<file path="src/rtl/fp_wb_arbiter.sv">
// FP writeback arbiter: picks one of three FP result sources (load, div/sqrt,
// ALU) per cycle for the single register-file write port. It also keeps a
// per-register pending scoreboard so the issue stage can stall on hazards.
module fp_wb_arbiter #(
    parameter int DATA_W       = 32,
    parameter int IDX_W        = 5,
    parameter int STARVE_LIMIT = 4
) (
    input  logic              clk,
    input  logic              rst,
    input  logic              ld_valid,
    output logic              ld_ready,
    input  logic [IDX_W-1:0]  ld_index,
    input  logic [DATA_W-1:0] ld_data,
    input  logic              dv_valid,
    output logic              dv_ready,
    input  logic [IDX_W-1:0]  dv_index,
    input  logic [DATA_W-1:0] dv_data,
    input  logic              al_valid,
    output logic              al_ready,
    input  logic [IDX_W-1:0]  al_index,
    input  logic [DATA_W-1:0] al_data,
    input  logic              iss_en,
    input  logic [IDX_W-1:0]  iss_index,
    input  logic [IDX_W-1:0]  chk_rs1,
    input  logic [IDX_W-1:0]  chk_rs2,
    input  logic [IDX_W-1:0]  chk_rd,
    output logic              hazard,
    output logic              w_en,
    output logic [IDX_W-1:0]  w_index,
    output logic [DATA_W-1:0] w_data
);

    localparam int NREG  = 1 << IDX_W;
    localparam int CNT_W = $clog2(STARVE_LIMIT + 1);
    localparam logic [CNT_W-1:0] LIMIT_C = CNT_W'(STARVE_LIMIT);

    logic [CNT_W-1:0]  starve_reg;
    logic [CNT_W-1:0]  starve_next;
    logic              promote;
    logic              ld_gnt;
    logic              dv_gnt;
    logic              al_gnt;
    logic              xfer;
    logic [IDX_W-1:0]  sel_index;
    logic [DATA_W-1:0] sel_data;
    logic              w_en_reg;
    logic [IDX_W-1:0]  w_index_reg;
    logic [DATA_W-1:0] w_data_reg;
    logic [NREG-1:0]   pending_reg;

    // ALU jumps to the front once it has been refused STARVE_LIMIT times in a row.
    assign promote = (starve_reg == LIMIT_C);

    // Fixed-priority grant; ready only ever asserts alongside the matching valid.
    always_comb begin
        ld_gnt = 1'b0;
        dv_gnt = 1'b0;
        al_gnt = 1'b0;
        if (promote && al_valid) begin
            al_gnt = 1'b1;
        end else if (ld_valid) begin
            ld_gnt = 1'b1;
        end else if (dv_valid) begin
            dv_gnt = 1'b1;
        end else if (al_valid) begin
            al_gnt = 1'b1;
        end
    end

    assign ld_ready = ld_gnt;
    assign dv_ready = dv_gnt;
    assign al_ready = al_gnt;
    assign xfer     = ld_gnt | dv_gnt | al_gnt;

    // Route the granted source's index and data towards the output register.
    always_comb begin
        sel_index = ld_index;
        sel_data  = ld_data;
        if (dv_gnt) begin
            sel_index = dv_index;
            sel_data  = dv_data;
        end else if (al_gnt) begin
            sel_index = al_index;
            sel_data  = al_data;
        end
    end

    // Count consecutive refused ALU cycles, saturating; any idle or granted cycle clears it.
    always_comb begin
        starve_next = starve_reg;
        if (!al_valid || al_gnt) begin
            starve_next = '0;
        end else if (starve_reg != LIMIT_C) begin
            starve_next = starve_reg + 1'b1;
        end
    end

    // Starvation counter state.
    always_ff @(posedge clk or negedge rst) begin
        if (!rst) begin
            starve_reg <= '0;
        end else begin
            starve_reg <= starve_next;
        end
    end

    // One-cycle write register; writes to f0 are dropped by never raising w_en.
    always_ff @(posedge clk or negedge rst) begin
        if (!rst) begin
            w_en_reg    <= 1'b0;
            w_index_reg <= '0;
            w_data_reg  <= '0;
        end else if (xfer) begin
            w_en_reg    <= (sel_index != '0);
            w_index_reg <= sel_index;
            w_data_reg  <= sel_data;
        end else begin
            w_en_reg    <= 1'b0;
        end
    end

    assign w_en    = w_en_reg;
    assign w_index = w_index_reg;
    assign w_data  = w_data_reg;

    // One scoreboard bit per register. A new issue beats the commit of an older
    // write to the same register, so the set has priority over the clear.
    generate
        for (genvar gi = 0; gi < NREG; gi++) begin : g_pending
            logic set_hit;
            logic clr_hit;
            assign set_hit = iss_en && (iss_index == IDX_W'(gi)) && (gi != 0);
            assign clr_hit = w_en_reg && (w_index_reg == IDX_W'(gi));

            // Scoreboard bit update.
            always_ff @(posedge clk or negedge rst) begin
                if (!rst) begin
                    pending_reg[gi] <= 1'b0;
                end else if (set_hit) begin
                    pending_reg[gi] <= 1'b1;
                end else if (clr_hit) begin
                    pending_reg[gi] <= 1'b0;
                end
            end
        end
    endgenerate

    // No bypass: readers stall until the commit edge has cleared the bit.
    assign hazard = pending_reg[chk_rs1] | pending_reg[chk_rs2] | pending_reg[chk_rd];

endmodule

</file>
<file path="config.mk">
export PLATFORM = sky130hd
export DESIGN_NAME = fp_wb_arbiter
export DESIGN_NICKNAME = d
export VERILOG_FILES = /design/src/rtl/fp_wb_arbiter.sv
export SDC_FILE = /design/constraint.sdc
export NUM_CORES = 1
export LEC_CHECK = 0
export CAP_MARGIN = 20
export CORE_MARGIN = 3
export CORE_UTILIZATION = 48
export CTS_CLUSTER_DIAMETER = 40
export DETAILED_ROUTE_END_ITERATION = 8
export HOLD_SLACK_MARGIN = 0.03
export PLACE_DENSITY = 0.86
export SLEW_MARGIN = 25
export SYNTH_ARGS = -nofsm -noshare
export SYNTH_HDL_FRONTEND = slang
export SYNTH_SLANG_ARGS = --single-unit
</file>
<file path="constraint.sdc">
create_clock -name clk -period 3.4 [get_ports clk]
set_input_delay 0.51 -clock clk [delete_from_list [all_inputs] [get_ports clk]]
set_output_delay 0.51 -clock clk [all_outputs]
set_load 0.02 [all_outputs]
</file>
== Yosys cells after proc, flatten, opt, wreduce, memory -nomap -nowiden ==
Cells that the tools add are included.
Operators by class
  magnitude comparators: 3
  add/subtract/negate cells: 1
  mux-type cells: 84
  bitwise gates (word level): 4
  eq/ne operators: 64
  reduce and logical (&&, ||, !) cells: 98
Operators with widths (count)
  $eq 5x5->1 const B: 32
  $eq 5x4->1 const B: 16
  $mux 1: 75
  $mux 32: 2
  $reduce_bool 2->1: 32
  $logic_and 1x1->1: 63
  $eq 5x3->1 const B: 8
  $eq 5x2->1 const B: 4
  $lt 5x6->1 const B: 3
  $bmux 1 s5: 3
  $eq 5x1->1 const B: 2
  $mux 5: 2
  $mux 3: 2
  $reduce_bool 5->1: 1
  $or 1x1->1: 4
  $add 3x1->3 const B: 1
  $eq 3x3->1 const B: 1
  $ne 3x3->1 const B: 1
  $logic_not 1->1: 1
  $logic_or 1x1->1: 1
Word-level totals
  output and inout port bits: 42
  logic and storage cells: 289
  input port bits: 137
  flip-flop bits (word level): 72

== Depth between registers and ports, before layout ==
Gate-level depths: netlist of the first run.
  depth in word-level cells: 8
  depth in mapped cells: 9
  gate-level depth less buffers: 8

== Worst setup path after synthesis of the first run ==
No wires, ideal clock.
  kind: in2out
  start point: in chk_rs1[0]
  end point: out hazard
  path slack: 1.071 ns
  data arrival time: 1.819 ns
  cell stages on the path: 6
  data required time: 2.890 ns
  path buffers: 1
  cell sequence: buf_4 mux4_2 a22o_1 a31oi_1 o2111a_1 nand3_1
On the way
  word-level cells in the longest chain between the ends: 4
Ends and longest elaborated chain
  from (decl): line 25  | input logic [IDX_W-1:0] chk_rs1,
  $bmux 1 s5: line 150  | assign hazard = pending_reg[chk_rs1] | pending_reg[chk_rs2] | pending_reg[chk_rd];
  $mux 1 (implied by the code): line 150
  $or 1x1->1 (2 in a row): line 150
  to (decl): line 28  | output logic hazard,
Every way passes these cells. The select of a mux whose other input is x is not followed.

== Worst setup path in the final report of the first run ==
  start point: in chk_rd[0]
  end point: out hazard
On the way
  word-level cells in the longest chain between the ends: 3
Ends and longest elaborated chain
  from (decl): line 27  | input logic [IDX_W-1:0] chk_rd,
  $bmux 1 s5: line 150
  $mux 1 (implied by the code): line 150
  $or 1x1->1: line 150
Every way passes these cells. The select of a mux whose other input is x is not followed.

==> flow_metrics.tcl, run 1 <==
set metrics [dict create \
    n_antenna_cell 0 \
    synth_fp_nets 624 \
    cp.arrival_ns 2.69 \
    seqPwrFrac 0.427 \
    post_synth.cell_area_avg_um2 9.357 \
    period_share 0.9399 \
    fin_ws_ns 0.2042 \
    cts-root-buf "clkbuf_8" \
    wirelength_um 15580 \
    tns_ns 0 \
    endpoint_kind "primary output" \
    combPwrFrac 0.339 \
    ctsLongestPathBuffers 2 \
    design.die.area_um2 10660 \
    path_cells "clkdlybuf4s50_1, buf_4, mux4_1, o21ai_0, o32a_2, o2111a_1, nand3_1, dlygate4sd2_1" \
    clkPwrFrac 0.234 \
    core_area_um2 8934 \
    start_util 0.5080 \
    place_congestion 0.9369 \
    clk_latency_ns 0.33 \
    die_h_um 103.2 \
    ios 179 \
    vdd_drop_max_mv 0.2689 \
    syn2layout_area_growth_pct 45.13 \
    fmax_mhz 312.9 \
    firstDrtPassIters 4 \
    max_stage_delay_ns 0.60 \
    routedWlPerCell_um 20.29 \
    grt_pass1_wl_um 24270 \
    grtUsageTotal 0.2993 \
    final_cell_area_um2 6586 \
    synth_edf_count 0 \
    io_buffers 178 \
    critPathSlowestCell "mux4_1" \
    async_flop_share 1.000 \
    max_cap_viol_count 0 \
    ant_nets 0 \
    place_area_um2 6357 \
    rows 34 \
    critPathLaunchType "input port" \
    hold_viol 0 \
    worstPathMaxFanout 9 \
    drc_errors 0 \
    slew-limit-headroom 0.3942 \
    dpl.hpwl_um 12100 \
    switchingPower_uw 1113 \
    dp_slack_ns -0.02112 \
    rsz0062_at_grt "false" \
    utilization 0.7373 \
    worst_ep_required_time_ns 2.89 \
    ys_types 51 \
    hp-class "in -> async" \
    largest_reg_flops 32 \
    grt_max_degree 73 \
    critPathKind "in -> out" \
    drt_first_iter_violations 277 \
    leakage_uw 0.002770 \
    drive_above_1_share 0.08636 \
    die_w_um 103.2 \
    drv_slew 0 \
    r2r_slack_ns 1.15 \
    synth-main-ff-cell "dfrtp_1" \
    cts_made_buffers 9 \
    yosys_register_bits 72 \
    p_sw_frac 0.3376 \
    intPower_uw 2185 \
    worstMarginPinSlew_ns 0.9088 \
    syn-cell-area_um2 4538 \
    status "finished clean" \
    nets 794 \
    worst_hold_slack_ns 0.2719 \
    h-tree-depth 3 \
    cts_setup_buffers 0 \
    cts_num_sinks 72 \
    power_density_nw_per_um2 500.7 \
    num_vias 4700 \
    skew_ns 0.01319 \
    synth_seq_area_share 0.3970 \
    path_clk_slew_ns 0.07 \
    vias_per_cell 6.120 \
    final.min_clock_period_ns 3.196 \
    grt_pass1_vias 4772 \
    grt_remaining_overflow 0 \
    grt_antenna_before_repair 0 \
    yosys_warnings 0 \
    cts_tree "yes" \
    finalSetupViolations 0 \
    syn_inst 485 \
]
## Yosys cell counts (4+ instances only)
library cell   n  share of area
clkbuf_1       8         0.0066
nand4b_1       4         0.0077
mux4_2         9          0.045
o21ai_0       67          0.074
inv_1          6         0.0050
nor2_1        43          0.036
or2_2          4         0.0055
mux4_1         8          0.046
buf_6          8          0.020
and3_1         4         0.0055
nor2b_1        7         0.0096
a311oi_1      33          0.064
nand2b_1      13          0.018
dfrtp_1       72           0.40
nand2_1       84          0.069
a21o_1        32          0.053
nand3_1        8         0.0088
buf_2         12          0.013
mux2_2         7          0.017
mux2i_1        6          0.013
## power groups by stage
stage	Combinational [uW]	Clock (uW)	Sequential [uW]
detailed placement	1110	0	1420
global route	1220	828	1430
floorplan	621	0	1320
CTS	1120	784	1400
finish	1120	772	1410
global placement	1080	0	1410
## per-layer routing
metal  track usage  vias to the layer above  part of all wire
li1              -                     2136                 -
met1        0.3593                     2264              0.37
met2        0.5131                      248              0.51
met3       0.07445                       52             0.078
met4        0.1255                        0             0.043
met5             0                        -                 0
## per-stage QoR
| stage | std cells | total power [uW] |
|---|---|---|
| after global placement | 752 | 2495 |
| final | 768 | 3298 |
| after CTS | 768 | 3303 |
| after detailed placement | 752 | 2531 |
| after global routing | 768 | 3482 |
| after floorplan | 485 | 1941 |
## path summary, 6_finish.rpt
check	end	depth (start not counted)	start
max	hazard	8	chk_rd[0]
min in group clk	w_data[20]	1	w_data[20]
min reg2reg	w_data[20]	1	w_data[20]
min	w_data[7]	1	rst
max in group asynchronous	pending_reg[27]	1	rst
max reg2reg	w_data[7]	8	starve_reg[0]
## worst max-delay path, delay by kind of cell
kind            cells  cell delay (ns)
buf+inv             3             0.97
compound gates      3             0.53
mux                 1             0.60
simple gates        1             0.07
## kinds of logic (layout without fill, tap and decap cells)
group                      after synthesis  after routing  share of synthesized area
AOI/OAI and AO/OA                      157            157                     0.2371
xor gates and xnor gates                 1              1                   0.001930
adders and majority gates                2              2                   0.005513
buffers and inverters                   39            214                    0.05128
DFF                                     72             72                     0.3970
muxes                                   30             30                     0.1216
and+or+nand+nor                        184            184                     0.1855
## cell usage in the layout, fill, tap and decap left out, drive strengths merged, types with 3 or more instances in the layout
cell type      instances
a21o                  32
a311oi                33
a31o                   3
and3                   4
buf                   13
clkbuf                11
clkdlybuf4s50        176
clkinv                 4
dfrtp                 72
inv                    7
mux2                   7
mux2i                  6
mux4                  17
nand2                 84
nand2b                13
nand3                  8
nand4                  3
nand4b                 4
nor2                  43
nor2b                  7
o21ai                 67
o2bb2ai                3
or2                    5
or3                    3
## final cells by class
class,instances,area (um2)
repair buffers,190,1881
flip-flops and latches,72,1802
fillers,639,2347
clock inverters,5,78.83
well taps,108,135.1
multi-input cells,374,2509
inverters,8,30.03
clock buffers,11,151.4
## repair_timing
action | 4_1_cts | 5_1_grt
hold buffers | 0 | 0
hold endpoints to repair | 0 | 0
setup endpoints to repair | 1 | 0
gates resized for setup | 1 | 0
(Power assumes the default switching activity.)
==> run 2: changes to the inputs <==
CAP_MARGIN = 15   (was 20)
CORE_UTILIZATION = 25   (was 48)
PLACE_DENSITY = 0.5   (was 0.86)
==> flow_metrics.tcl, run 2 (synthesis gave the netlist of run 1 again) <==
set metrics [dict create \
    final.min_clock_period_ns 3.240 \
    dp_slack_ns -0.07064 \
    die_w_um 140.7 \
    drt_first_iter_violations 234 \
    fmax_mhz 308.7 \
    place_congestion 0.8820 \
    worst_hold_slack_ns 0.1703 \
    drive_above_1_share 0.08912 \
    worstMarginPinSlew_ns 0.6795 \
    wirelength_um 16760 \
    cts_num_sinks 72 \
    path_clk_slew_ns 0.06 \
    power_density_nw_per_um2 528.0 \
    grt_pass1_wl_um 26930 \
    ctsLongestPathBuffers 2 \
    core_area_um2 17540 \
    h-tree-depth 3 \
    worstPathMaxFanout 9 \
    cts_setup_buffers 0 \
    num_vias 4474 \
    die_h_um 140.7 \
    status "finished clean" \
    hold_buffers 0 \
    ant_nets 0 \
    vias_per_cell 5.044 \
    critPathLaunchType "input port" \
    endpoint_kind "primary output" \
    rows 48 \
    max_cap_viol_count 0 \
    critPathKind "in -> out" \
    largest_reg_flops 32 \
    leakage_uw 0.002841 \
    drv_slew 0 \
    cts-root-buf "clkbuf_16" \
    period_share 0.9529 \
    cp.arrival_ns 2.73 \
    cts_made_buffers 9 \
    syn2layout_area_growth_pct 52.03 \
    drc_errors 0 \
    total_power_uw 3643 \
    grt_pass1_vias 4698 \
    final_cell_mix "175 x clkdlybuf4s50_1, 84 x nand2_1, 72 x dfrtp_1, 67 x o21ai_0, 43 x nor2_1" \
    grt_antenna_before_repair 0 \
    grtUsageTotal 0.1712 \
    grt_max_degree 74 \
    finalNonFillerCells 887 \
    skew_ns 0.006234 \
    final_common_cell "clkdlybuf4s50_1" \
    rsz0062_at_grt "false" \
    worst_ep_required_time_ns 2.89 \
    io_buffers 178 \
    hold_viol 0 \
    fin_ws_ns 0.1603 \
    dpl.hpwl_um 13220 \
    clk_latency_ns 0.33 \
    hp-class "in -> async" \
    grt_remaining_overflow 0 \
    start_util 0.2588 \
    nets 796 \
    cts_tree "yes" \
    routedWlPerCell_um 18.90 \
    n_antenna_cell 0 \
    vdd_drop_max_mv 0.2224 \
    firstDrtPassIters 4 \
    place_inst 871 \
    design.die.area_um2 19800 \
    ios 179 \
    finalSetupViolations 0 \
    nFillCells 1755 \
    slew-limit-headroom 0.5470 \
]
[run 2: changes by cell type in the layout (fill, tap and decap cells not counted), sizes merged]
cell           before  now
bufinv              2    3
dlygate4sd2         1    2
clkinv              4    2
clkbuf             11   10
inv                 7    8
clkdlybuf4s50     176  175
clkinvlp            0    1
buf                13   15
[run 2: timing repair]
action                                  4_1_cts  5_1_grt
hold endpoints to repair                      0        0
endpoints found under the setup margin        1        0
resized for setup                             2        0
[run 2: per-layer routing]
| metal | wire (um) | vias up | part of all wire | GRT usage |
|---|---|---|---|---|
| li1 | - | 2148 | - | - |
| met1 | 6905 | 2137 | 0.41 | 0.2094 |
| met2 | 8044 | 180 | 0.48 | 0.2865 |
| met3 | 1641 | 9 | 0.098 | 0.06649 |
| met4 | 169 | 0 | 0.010 | 0.03825 |
| met5 | 0 | - | 0 | 0 |
[run 2: per-stage QoR]
| step | instance area, um2 | TNS [ns] | utilization |
|---|---|---|---|
| floorplan | 4538 | 0 | - |
| CTS | 6895 | 0 | 0.3932 |
| global route | 6899 | 0 | 0.3934 |
| finish | 6899 | 0 | 0.3934 |
| detailed placement | 6544 | -0.07064 | 0.3731 |
| global placement | 6544 | -0.07959 | 0.3731 |
[run 2: final timing paths]
kind	startpoint	endpoint	slack, ns	cells past startpoint
min in group clk	starve_reg[0]	starve_reg[0]	0.47	1
worst min register to register	starve_reg[0]	starve_reg[0]	0.47	1
max in group asynchronous	rst	pending_reg[1]	2.74	1
worst max register to register	starve_reg[0]	w_data[2]	1.24	8
worst max-delay path	chk_rs2[0]	hazard	0.16	8
worst min-delay path	rst	w_data[11]	0.17	1
[run 2: where the power goes]
part           leakage [uW]  switching (uW)  internal, uW
clock              0.000169             375           741
combinational       0.00183             479           641
sequential         0.000844             310          1100
[run 2: critical path, stage by stage]
cell             delay, ns
clkdlybuf4s50_1       0.51
buf_12                0.15
mux4_2                0.49
mux2i_1               0.15
nor3b_1               0.08
nor4_1                0.36
nand3_1               0.14
dlygate4sd2_1         0.34
[run 2: area by class of cell]
| type | instances | area [um2] | share of cell area |
|---|---|---|---|
| Multi-Input combinational cell | 374 | 2509 | 0.3636 |
| Timing Repair Buffer | 192 | 1923 | 0.2787 |
| Sequential cell | 72 | 1802 | 0.2612 |
| Tap cell | 225 | 281.5 | 0.04081 |
| Clock buffer | 10 | 239.0 | 0.03464 |
| Clock inverter | 6 | 115.1 | 0.01668 |
| Inverter | 8 | 30.03 | 0.004353 |
